`config.mk`:
```
export PLATFORM = sky130hd
export DESIGN_NAME = alu32_en_flat
export DESIGN_NICKNAME = d
export VERILOG_FILES = /design/src/rtl/alu32_pkg.sv /design/src/rtl/alu32_en_if.sv /design/src/rtl/alu32_core.sv /design/src/rtl/alu32_en.sv /design/src/flat_wrapper.sv
export SDC_FILE = /design/constraint.sdc
export NUM_CORES = 1
export LEC_CHECK = 0
export CAP_MARGIN = 40
export CORE_ASPECT_RATIO = 0.9
export CORE_UTILIZATION = 45
export DETAILED_ROUTE_END_ITERATION = 8
export PLACE_DENSITY_LB_ADDON = 0.08
export SYNTH_ARGS = -nofsm -noshare
export SYNTH_HDL_FRONTEND = slang
export SYNTH_HIERARCHICAL = 1
export SYNTH_SLANG_ARGS = --single-unit
```
`constraint.sdc`:
```
create_clock -name clk -period 8.5 [get_ports clk]
set_input_delay 2.55 -clock clk [delete_from_list [all_inputs] [get_ports clk]]
set_output_delay 2.55 -clock clk [all_outputs]
set_load 0.01 [all_outputs]
```
`src/rtl/alu32_pkg.sv`:
```
// Shared opcode encoding and flag bit positions for the alu32_en datapath ALU.
package alu32_pkg;

  typedef enum logic [2:0] {
    OP_ADD  = 3'd0,
    OP_SUB  = 3'd1,
    OP_INC  = 3'd2,
    OP_DEC  = 3'd3,
    OP_PASS = 3'd4,
    OP_NOT  = 3'd5,
    OP_OR   = 3'd6,
    OP_AND  = 3'd7
  } alu_op_e;

  localparam int FLAG_N = 3;
  localparam int FLAG_Z = 2;
  localparam int FLAG_C = 1;
  localparam int FLAG_V = 0;

endpackage

```
`src/rtl/alu32_en_if.sv`:
```
// Operand/result bundle between the operand registers and the ALU.
// The flags signal exists only when ALU_FLAGS_EN is defined.
interface alu32_en_if #(
  parameter int WIDTH = 32
);
  logic [WIDTH-1:0] A;
  logic [WIDTH-1:0] B;
  logic [2:0]       opcode;
  logic             enable;
  logic [WIDTH-1:0] result;
  logic             valid;
`ifdef ALU_FLAGS_EN
  logic [3:0]       flags;
`endif

  modport master (
    output A, B, opcode, enable,
`ifdef ALU_FLAGS_EN
    input  flags,
`endif
    input  result, valid
  );

  modport slave (
    input  A, B, opcode, enable,
`ifdef ALU_FLAGS_EN
    output flags,
`endif
    output result, valid
  );
endinterface

```
`src/rtl/alu32_core.sv`:
```
// Combinational ALU datapath: one shared adder/subtractor serves add/sub/inc/dec.
// Carry and overflow outputs exist only when ALU_FLAGS_EN is defined.
module alu32_core
  import alu32_pkg::*;
#(
  parameter int WIDTH = 32
) (
  input  logic [WIDTH-1:0] a_i,
  input  logic [WIDTH-1:0] b_i,
  input  logic [2:0]       opcode_i,
`ifdef ALU_FLAGS_EN
  output logic             carry_o,
  output logic             overflow_o,
`endif
  output logic [WIDTH-1:0] r_o
);

  alu_op_e          op;
  logic [WIDTH-1:0] y;
  logic             sub;
  logic             is_arith;

  assign op = alu_op_e'(opcode_i);

  // Second adder operand is forced to 0 for logic ops so unary ops never see B.
  always_comb begin
    y        = '0;
    sub      = 1'b0;
    is_arith = 1'b1;
    unique case (op)
      OP_ADD: y = b_i;
      OP_SUB: begin y = b_i; sub = 1'b1; end
      OP_INC: y = WIDTH'(1);
      OP_DEC: begin y = WIDTH'(1); sub = 1'b1; end
      default: is_arith = 1'b0;
    endcase
  end

`ifdef ALU_FLAGS_EN
  logic [WIDTH:0] arith;
  assign arith = sub ? ({1'b0, a_i} - {1'b0, y}) : ({1'b0, a_i} + {1'b0, y});

  // Bit WIDTH is carry-out for add and borrow (a < y) for subtract.
  always_comb begin
    carry_o    = is_arith & arith[WIDTH];
    overflow_o = 1'b0;
    if (is_arith) begin
      if (sub)
        overflow_o = (a_i[WIDTH-1] != y[WIDTH-1]) && (arith[WIDTH-1] != a_i[WIDTH-1]);
      else
        overflow_o = (a_i[WIDTH-1] == y[WIDTH-1]) && (arith[WIDTH-1] != a_i[WIDTH-1]);
    end
  end
`else
  logic [WIDTH-1:0] arith;
  assign arith = sub ? (a_i - y) : (a_i + y);
`endif

  always_comb begin
    r_o = arith[WIDTH-1:0];
    if (!is_arith) begin
      unique case (op)
        OP_PASS: r_o = a_i;
        OP_NOT:  r_o = ~a_i;
        OP_OR:   r_o = a_i | b_i;
        OP_AND:  r_o = a_i & b_i;
        default: r_o = arith[WIDTH-1:0];
      endcase
    end
  end

endmodule

```
`src/rtl/alu32_en.sv`:
```
// Registered ALU with operation enable; a disabled or reset ALU drives zero.
// Optional registered status flags {N,Z,C,V} are built when ALU_FLAGS_EN is defined.
module alu32_en
  import alu32_pkg::*;
#(
  parameter int WIDTH = 32
) (
  input  logic       clk,
  input  logic       rst,
  alu32_en_if.slave  bus
);

  logic [WIDTH-1:0] r_comb;
  logic [WIDTH-1:0] result_q, result_d;
  logic             valid_q, valid_d;

`ifdef ALU_FLAGS_EN
  logic       carry, overflow;
  logic [3:0] flags_q, flags_d;
`endif

  alu32_core #(.WIDTH(WIDTH)) u_core (
    .a_i        (bus.A),
    .b_i        (bus.B),
    .opcode_i   (bus.opcode),
`ifdef ALU_FLAGS_EN
    .carry_o    (carry),
    .overflow_o (overflow),
`endif
    .r_o        (r_comb)
  );

  always_comb begin
    result_d = '0;
    valid_d  = 1'b0;
`ifdef ALU_FLAGS_EN
    flags_d  = '0;
`endif
    if (bus.enable) begin
      result_d = r_comb;
      valid_d  = 1'b1;
`ifdef ALU_FLAGS_EN
      flags_d[FLAG_N] = r_comb[WIDTH-1];
      flags_d[FLAG_Z] = (r_comb == '0);
      flags_d[FLAG_C] = carry;
      flags_d[FLAG_V] = overflow;
`endif
    end
  end

  // Reset wins over enable: an op captured on a reset edge is dropped.
  always_ff @(posedge clk) begin
    if (rst) begin
      result_q <= '0;
      valid_q  <= 1'b0;
`ifdef ALU_FLAGS_EN
      flags_q  <= '0;
`endif
    end else begin
      result_q <= result_d;
      valid_q  <= valid_d;
`ifdef ALU_FLAGS_EN
      flags_q  <= flags_d;
`endif
    end
  end

  assign bus.result = result_q;
  assign bus.valid  = valid_q;
`ifdef ALU_FLAGS_EN
  assign bus.flags  = flags_q;
`endif

endmodule

```
`src/flat_wrapper.sv`:
```
// flat-port wrapper written by rule: the top's interface ports become plain ports
module alu32_en_flat import alu32_pkg::*;
#(
  parameter int WIDTH = 32
)
  (clk, rst, bus_A, bus_B, bus_opcode, bus_enable, bus_result, bus_valid);
  alu32_en_if #(.WIDTH(WIDTH)) bus_i ();
  input  logic clk;
  input  logic rst;
  input wire logic [$bits(bus_i.A)-1:0] bus_A;
  input wire logic [$bits(bus_i.B)-1:0] bus_B;
  input wire logic [$bits(bus_i.opcode)-1:0] bus_opcode;
  input wire logic [$bits(bus_i.enable)-1:0] bus_enable;
  output wire logic [$bits(bus_i.result)-1:0] bus_result;
  output wire logic [$bits(bus_i.valid)-1:0] bus_valid;
  assign bus_i.A = bus_A;
  assign bus_i.B = bus_B;
  assign bus_i.opcode = bus_opcode;
  assign bus_i.enable = bus_enable;
  assign bus_result = bus_i.result;
  assign bus_valid = bus_i.valid;
  alu32_en #(.WIDTH(WIDTH)) u_core (.clk(clk), .rst(rst), .bus(bus_i));
endmodule
```
==> flow_metrics.tcl <==
set metrics [dict create \
    status "completed" \
    io_pins 103 \
    tightest_slew_ns 0.6116 \
    pwr-share-clk_pct 28.8 \
    place_inst 872 \
    grt_usage_pct 31.03 \
    final_cell_mix "101 x clkdlybuf4s50_1, 88 x nand2_1, 65 x o21ai_0, 52 x nor2_1, 52 x a21oi_1" \
    dp_worst_setup_slack_ns 0.9941 \
    crit_path_end_kind "flip-flop" \
    synth.area.top_cells "dfxtp_1 14%, ha_1 8.7%, nand2_1 7.1%" \
    slew_violations 0 \
    synth_ff_type "dfxtp_1" \
    nets 856 \
    synth.net_count 768 \
    synth_edf_count 0 \
    ys_seq_area_share_pct 14.28 \
    fin_crit_ns 7.365 \
    p_leak_uw 0.002430 \
    ctsResizeCount 0 \
    rsz0062_at_grt "no" \
    drt_pass1_iterations 5 \
    cts_inserted_buffers 5 \
    placeableCoreArea_mm2 0.009827 \
    ys_seq_elements 33 \
    netlist_instances 665 \
    whs_path_depth 3 \
    cts_hold_buf 0 \
    crit_fanout 6 \
    post_route_cells_drive_above_1_share_pct 5.305 \
    critPathTopFamily "simple AND/OR/NAND/NOR gates" \
    fin_crit_sh_pct 86.65 \
    p_comb_share_pct 51.1 \
    holdCritPathClass "in2reg" \
    crit_slowest_cell "a221oi_1" \
    synthesis.area_mm2 0.004626 \
    grt_pass1_vias 5178 \
    startpoint_type "input port" \
    multi_input_area_mm2 0.003754 \
    start_util_pct 47.07 \
    setup_violations 0 \
    drt_wl_total_mm 16.28 \
    die_y_um 98.19 \
    place.gp.congestion 0.9346 \
    cts_tree "built" \
    die_area_mm2 0.01069 \
    intPower_uw 532.1 \
    synth_warnings 6 \
    final_common_cell "clkdlybuf4s50_1" \
    min_from "bus_opcode[2]" \
    crit_buf_inv 2 \
    regArea_um2 660.6 \
    ir_drop_uv 82.61 \
    cp.required_ns 8.67 \
    antennaDiodeCount 0 \
    grt_max_degree 38 \
    cp_common_cell "nand2_1" \
    layout_setup_ws_ns 1.135 \
    grt_pass1_wl_mm 26.49 \
    synthArstFlopShare_pct 0 \
    slowest_delay_ns 0.57 \
    tns_ns 0 \
    fmax_mhz 135.8 \
    fillCellCount 928 \
    yosys.area.top_type "dfxtp_1" \
    seqPwrFrac_pct 20.1 \
    critical_path_class "in2reg" \
    switching_share_pct 37.38 \
    relSlewSlack_pct 59.10 \
    ant_nets 0 \
    ys_types 66 \
    clk_pin_slew_ns 0.06 \
    cts.sinks 33 \
    path_depth 19 \
    final_cells 880 \
    fp.dieW_um 108.9 \
    powerDensity_mw_per_mm2 142.2 \
    total_power_uw 849.8 \
    drv_cap 0 \
    std_cell_rows 34 \
    area_growth_pct 29.16 \
    portBuffers 102 \
    path_cells "clkdlybuf4s50_1 > nor4_4 > or2b_1 > o41ai_1 > nand2_1 > nand2_1 > o21ai_0 > buf_4 > nand2_1 > ha_1 > nand3_1 > or3_1 > a211oi_1 > nor2_1 > a221oi_1 > a311o_1 > and3_2 > a211oi_2 > and3b_1" \
    avgRoutedWirePerCell_um 18.50 \
    critical_path_arrival_ns 7.54 \
    drt-vias-per-instance 6.302 \
    switchingPower_uw 317.7 \
    antenna_found_initial 0 \
    worst_hold_path.endpoint "u_core/bus.result[8]" \
    avgSynthCellArea_um2 6.956 \
    cts_max_level 2 \
    grt.overflow.total 0 \
    hold_viol 0 \
    yosysTopAreaCellShare_pct 14.28 \
    clockBufferDepth 2 \
    num_vias 5546 \
    root_buffer "clkbuf_16" \
    dp_hpwl_mm 12.17 \
    cts_setup_buffers 0 \
    drt_iter0_markers 375 \
    drc 0 \
]
## metal layers
metal | GRT usage, % | vias to the layer above | wire length [um]
met2 | 48.91 | 266 | 7252
met3 | 4.606 | 12 | 1317
met4 | 7.277 | 0 | 164
met5 | 0 | - | 0
li1 | - | 2681 | -
met1 | 43.89 | 2587 | 7544
## area by class of cell
type | count | share of cell area (%)
clock buffer | 5 | 2.094
clock inverter | 3 | 1.089
inverter | 13 | 0.8168
multi-input combinational | 580 | 62.83
sequential | 33 | 11.06
tap | 126 | 2.639
timing repair buffer | 120 | 19.48
## stage by stage
step                hold slack, ns  util [%]  cell area [um^2]
floorplan                    2.706         -              4626
global placement             3.165     58.51              5749
detailed placement           3.176     58.86              5784
CTS                          2.880     60.80              5974
global route                 2.916     60.80              5974
finish                       2.886     60.80              5974
## flip-flops by register name, summed over array words and instances (netlist names)
| name | count |
|---|---|
| u_core/bus.valid | 1 |
| u_core/bus.result | 32 |
## cell families (layout without fill, tap and decap cells)
family,after synthesis,in the layout,synth area share [%]
AOI/OAI and AO/OA,257,257,36.41
xor gates and xnor gates,29,29,5.897
adders and majority gates,33,33,9.088
buffers and inverters,52,141,4.571
DFF,33,33,14.28
muxes,1,1,0.3245
and+or+nand+nor,260,260,29.43
## cell usage after synthesis, types with 13 or more instances
library cell and n:
clkbuf_1 29, and3_1 13, a21oi_1 52, dfxtp_1 33, ha_1 32, nor2_1 52
o21ai_0 65, xnor2_1 19, and3b_1 32, nand2_1 88, o211ai_1 40, nor3_1 16
a31oi_1 22, a21o_1 16
## worst max path at each step
stage | from | endpoint | slack (ns)
floorplan | bus_opcode[2] | u_core/bus.result[31] | 1.76
detailed placement | bus_B[5] | u_core/bus.result[31] | 0.99
finish | bus_B[6] | u_core/bus.result[31] | 1.13
global placement | bus_B[6] | u_core/bus.result[31] | 1.04
global route | bus_opcode[0] | u_core/bus.result[31] | 0.82
CTS | bus_B[6] | u_core/bus.result[31] | 1.24
## power by group through the flow
stage | clock, uW | combinational, uW | sequential (uW)
2_1_floorplan | 0 | 270 | 181
3_3_place_gp | 0 | 417 | 174
3_5_place_dp | 0 | 424 | 175
4_1_cts | 250 | 427 | 171
5_1_grt | 257 | 476 | 172
6_report | 245 | 434 | 171
Power figures use the tool's default switching activity.
==> variant 1, RTL diff (same flow settings) <==
Make the reset (`rst`) asynchronous in one clocked block.
--- a/src/rtl/alu32_en.sv
+++ b/src/rtl/alu32_en.sv
@@ -50,5 +50,5 @@
 
   // Reset wins over enable: an op captured on a reset edge is dropped.
-  always_ff @(posedge clk) begin
+  always_ff @(posedge clk or posedge rst) begin
     if (rst) begin
       result_q <= '0;
Formal check against the unedited RTL: differs if rst is asserted again (counterexample within 4 cycles, from zero or initial values and one cycle with rst high); with rst held inactive, the same outputs for 10 cycles.
==> variant 1 against the unedited design <==
- setup slack worse by 0.0064 ns
- cell count up 5.9%
- wire length up 5.5%
- total power down 0.86%
- sequential cell count is the same
- via count up 1.4%
- design area grew 4.0%
- synthesized area up 9.2%
- critical endpoint is now u_core/bus.result[31]$_DFF_PP0_
==> variant 1: results (changes against the unedited design) <==
| Metric | Value |
|---|---|
| Gr usage total | 30.4% (-0.60 points) |
| NumNets Final | 882 (+3.0%) |
| Placed Area | 6080 um2 (+5.0%) |
| HP Class | primary input to asynchronous set/reset pin |
| Worst Path Max Fanout | 7 (+1) |
| Setup WS pre-CTS | 1.03 ns (+0.0322 ns) |
| Mapped Avg Cell Area | 7.19 um2 (+3.3%) |
| Mux cell area share after synthesis | 0.792% (+0.47 points) |
| Seq pwr share | 21.6% (+1.5 points) |
| Commonest cells post-synth | 106 x nand2_1, 70 x nor2_1, 59 x o21ai_0 |
| Sequential Power | 182 uW (+6%) |
| P_sw | 342 uW (+7.7%) |
| Status | finished clean |
| Drt total wl | 17200 um (+5.5%) |
| Area of the multi-input gates | 3910 um2 (+4.2%) |
| FILL cells | 1051 (+13%) |
| Asr flop ratio synth | 100% (+100 points) |
| Final std cells w/o fill | 932 (+5.9%) |
| Hpwl dp | 13400 um (+10%) |
| Synth cell types | 78 (+18%) |
| Number of global-route vias before repair | 4940 (-4.6%) |
| Initial DRC Count | 435 (+16%) |
| First-pass GRT wire length | 27600 um (+4.3%) |
| Compound-Gate Fraction of Synth Area | 33.7% (-2.8 points) |
| Xor/xnor cell area share of the yosys netlist | 5.87% (-0.027 points) |
| Critical Path AT | 7.59 ns (+0.05 ns) |
| Part of the Yosys area used for sequential elements | 16.3% (+2.1 points) |
| Leakage | 2.50 nW (+2.8%) |
==> variant 1: cell count changes in the layout (fill, tap and decap cells not counted), sizes merged, moves of 6 or more <==
cell / delta
nor2: +18
nor4: +6
and3: -6
buf: -9
and3b: -31
nand3: +6
dfrtp: +33
xor2: +13
nand2b: -9
nand2: +19
dfxtp: -33
or3: -8
xnor2: -9
and2: +32
==> variant 1: area by class of cell <==
type | instances | area share [%]
multi-input cells | 611 | 63.0
clock buffers | 6 | 2.07
inverters | 17 | 1.03
repair buffers | 111 | 17.4
flip-flops and latches | 33 | 13.3
clock inverters | 2 | 0.161
well taps | 152 | 3.06
==> variant 1: critical path: stages <==
cell and delay (ns):
clkdlybuf4s50_1 0.60, or4_4 0.60, nor4_4 0.26, a311oi_4 0.21, o21bai_4 0.26, inv_2 0.09
nor2_1 0.10, nor3_1 0.33, ha_1 0.37, and2_1 0.22, and4_1 0.21, o31ai_1 0.38
nor2_1 0.14, a211oi_4 0.38, a211oi_1 0.14, nor4_2 0.50, and2_2 0.22
==> variant 1: worst paths after layout <==
path / end / cells past startpoint / slack (ns)
max in group asynchronous: u_core/bus.result[17]$_DFF_PP0_ / 3 / 5.55
min in group clk: u_core/bus.result[12]$_DFF_PP0_ / 4 / 3.07
setup / recovery: u_core/bus.result[31]$_DFF_PP0_ / 17 / 1.13
hold / removal: u_core/bus.result[22]$_DFF_PP0_ / 3 / 2.66
==> variant 1: cell families after synthesis <==
group,after synthesis
DFF,33
buffers and inverters,59
xor gates and xnor gates,33
and+or+nand+nor,292
muxes,4
adders and majority gates,33
AOI/OAI and AO/OA,249
==> variant 1: metal layers <==
layer / global-route usage (%) / routed length [um]
met1: 47.9 / 8550
met2: 43.4 / 6910
met3: 3.23 / 1510
met4: 7.59 / 201
met5: 0 / 0
==> variant 2, RTL diff (same settings) <==
Without the edit above. `WIDTH` is set to 32 in 4 places; all go to 16.
--- a/src/rtl/alu32_en_if.sv
+++ b/src/rtl/alu32_en_if.sv
@@ -2,5 +2,5 @@
 // The flags signal exists only when ALU_FLAGS_EN is defined.
 interface alu32_en_if #(
-  parameter int WIDTH = 32
+  parameter int WIDTH = 16
 );
   logic [WIDTH-1:0] A;
--- a/src/rtl/alu32_core.sv
+++ b/src/rtl/alu32_core.sv
@@ -4,5 +4,5 @@
   import alu32_pkg::*;
 #(
-  parameter int WIDTH = 32
+  parameter int WIDTH = 16
 ) (
   input  logic [WIDTH-1:0] a_i,
--- a/src/rtl/alu32_en.sv
+++ b/src/rtl/alu32_en.sv
@@ -4,5 +4,5 @@
   import alu32_pkg::*;
 #(
-  parameter int WIDTH = 32
+  parameter int WIDTH = 16
 ) (
   input  logic       clk,
--- a/src/flat_wrapper.sv
+++ b/src/flat_wrapper.sv
@@ -2,5 +2,5 @@
 module alu32_en_flat import alu32_pkg::*;
 #(
-  parameter int WIDTH = 32
+  parameter int WIDTH = 16
 )
   (clk, rst, bus_A, bus_B, bus_opcode, bus_enable, bus_result, bus_valid);
Interface: changed (resized bus_A, bus_B and bus_result); port bits go from 103 to 55. No check against the original RTL was run, so the function may have changed too.
==> variant 2 against the unedited design <==
- synthesized area is 52% lower
- via count is 53% lower
- first-iteration DRC count is 53% lower
- setup slack better by 0.88 ns
- count of clock-buffer cells in the layout is 1 lower
- critical path depth is 2 lower
- wire length is 59% lower
- sequential share of layout area is 0.83 points higher
- critical endpoint is now u_core/bus.result[12]$_SDFF_PP0_
- design area is 52% lower
- total power is 60% lower
- sequential cell count is 16 lower
==> variant 2: results (changes against the unedited design) <==
| Metric | Value |
|---|---|
| CP top delay family | compound AO/OA/AOI/OAI gates |
| Post-Syn Nets | 379 (-51%) |
| Post-DR vias/cell | 6.07 (-3.7%) |
| Status | finished clean |
| Setup Buffers After CTS | 0 (unchanged) |
| Critical Path Sink | u_core/bus.result[12]$_SDFF_PP0_ |
| Fin util | 62.2% (+1.4 points) |
| Synth top area cells | dfxtp_1 15%, ha_1 9.0%, o21ai_0 8.1%, nor2_1 7.4%, o211ai_1 6.7% |
| Worst-path clk slew | 0.06 ns (about the same) |
| Number of flip-flops in the largest register | 16 (-50%) |
| Final hold slack | 3.16 ns (+0.276 ns) |
| Max-slew headroom | 46.0% (-13 points) |
| WL per Instance | 15.3 um (-17%) |
| Synth cell types | 47 (-29%) |
| Mapped Avg Cell Area | 6.87 um2 (-1.3%) |
| Initial DRC Count | 178 (-53%) |
| GPL Wtd Cong | 0.962 (+2.9%) |
| Worst Path Max Fanout | 20 (+14) |
| Hpwl dp | 5060 um (-58%) |
| Share of cells above drive strength 1 | 4.31% (-0.99 points) |
| Synth Flop Type | dfxtp_1 |
| Htree depth | 1 (-1) |
| Crit path from | bus_opcode[2] |
| WHS Endpoint | u_core/bus.valid$_SDFF_PP0_ |
| Hold path depth | 2 (-1) |
| Initial antenna violation count | 0 (unchanged) |
| Warnings, synthesis | 6 (unchanged) |
| Fin. Hold Viols | 0 (unchanged) |
| Drt total wl | 6650 um (-59%) |
| First-pass GRT wire length | 10800 um (-59%) |
| Clk power | 59.3 uW (-76%) |
| Total CTS buffers | 3 (-2) |
| CP max stage cell | clkdlybuf4s50_1 |
| FILL cells | 461 (-50%) |
| CP peak stage delay | 0.99 ns (+0.42 ns) |
| Worst IR drop on VDD | 0.0000707 V (-14%) |
| FMAX | 154 MHz (+14%) |
| Placed Area | 2820 um2 (-51%) |
| Number of global-route vias before repair | 2348 (-55%) |
| Part of the Yosys area used for sequential elements | 15.3% (+1.0 points) |
| Leakage | 1.14 nW (-53%) |
| HP Start | rst |
| DP Cell Count | 429 (-51%) |
| Commonest cells post-synth | 44 x nor2_1, 38 x nand2_1, 36 x o21ai_0 |
| P_sw | 130 uW (-59%) |
| IO Port Bufs | 54 (-47%) |
| Setup WS pre-CTS | 1.90 ns (+0.906 ns) |
| Drt pass-1 iters | 4 (-1) |
| Critical Path AT | 6.63 ns (-0.91 ns) |
| PD cells | 119 nW/um2 (-16%) |
| Seq pwr share | 25.6% (+5.5 points) |
| HP Class | primary input to flop |
| Gr usage total | 25.9% (-5.2 points) |
| CTS root buf | clkbuf_8 |
| Largest net degree at the start of global routing | 28 (-26%) |
variant 2: area by class of cell:
| cell class | instances | share of cell area (%) |
|---|---|---|
| multi-input cells | 284 | 62.3 |
| repair buffers | 60 | 20.7 |
| flip-flops and latches | 17 | 11.9 |
| well taps | 62 | 2.71 |
| clock buffers | 4 | 1.57 |
| inverters | 6 | 0.786 |
variant 2: cell families after synthesis:
family	after synthesis	synth area share, %
XOR/XNOR	16	6.30
buffers and inverters	23	4.44
flip-flops	17	15.3
AO/OA/AOI/OAI	116	33.2
AND/OR/NAND/NOR	135	30.8
adder cells (fa/ha/maj)	17	9.90
variant 2: metal layers:
layer  track usage, %  part of all wire [%]  up-vias
li1                 -                     -     1294
met1             31.2                    42     1209
met2             47.6                    48      108
met3             3.95                   6.5       16
met4             9.86                   2.8        0
met5                0                     0        -
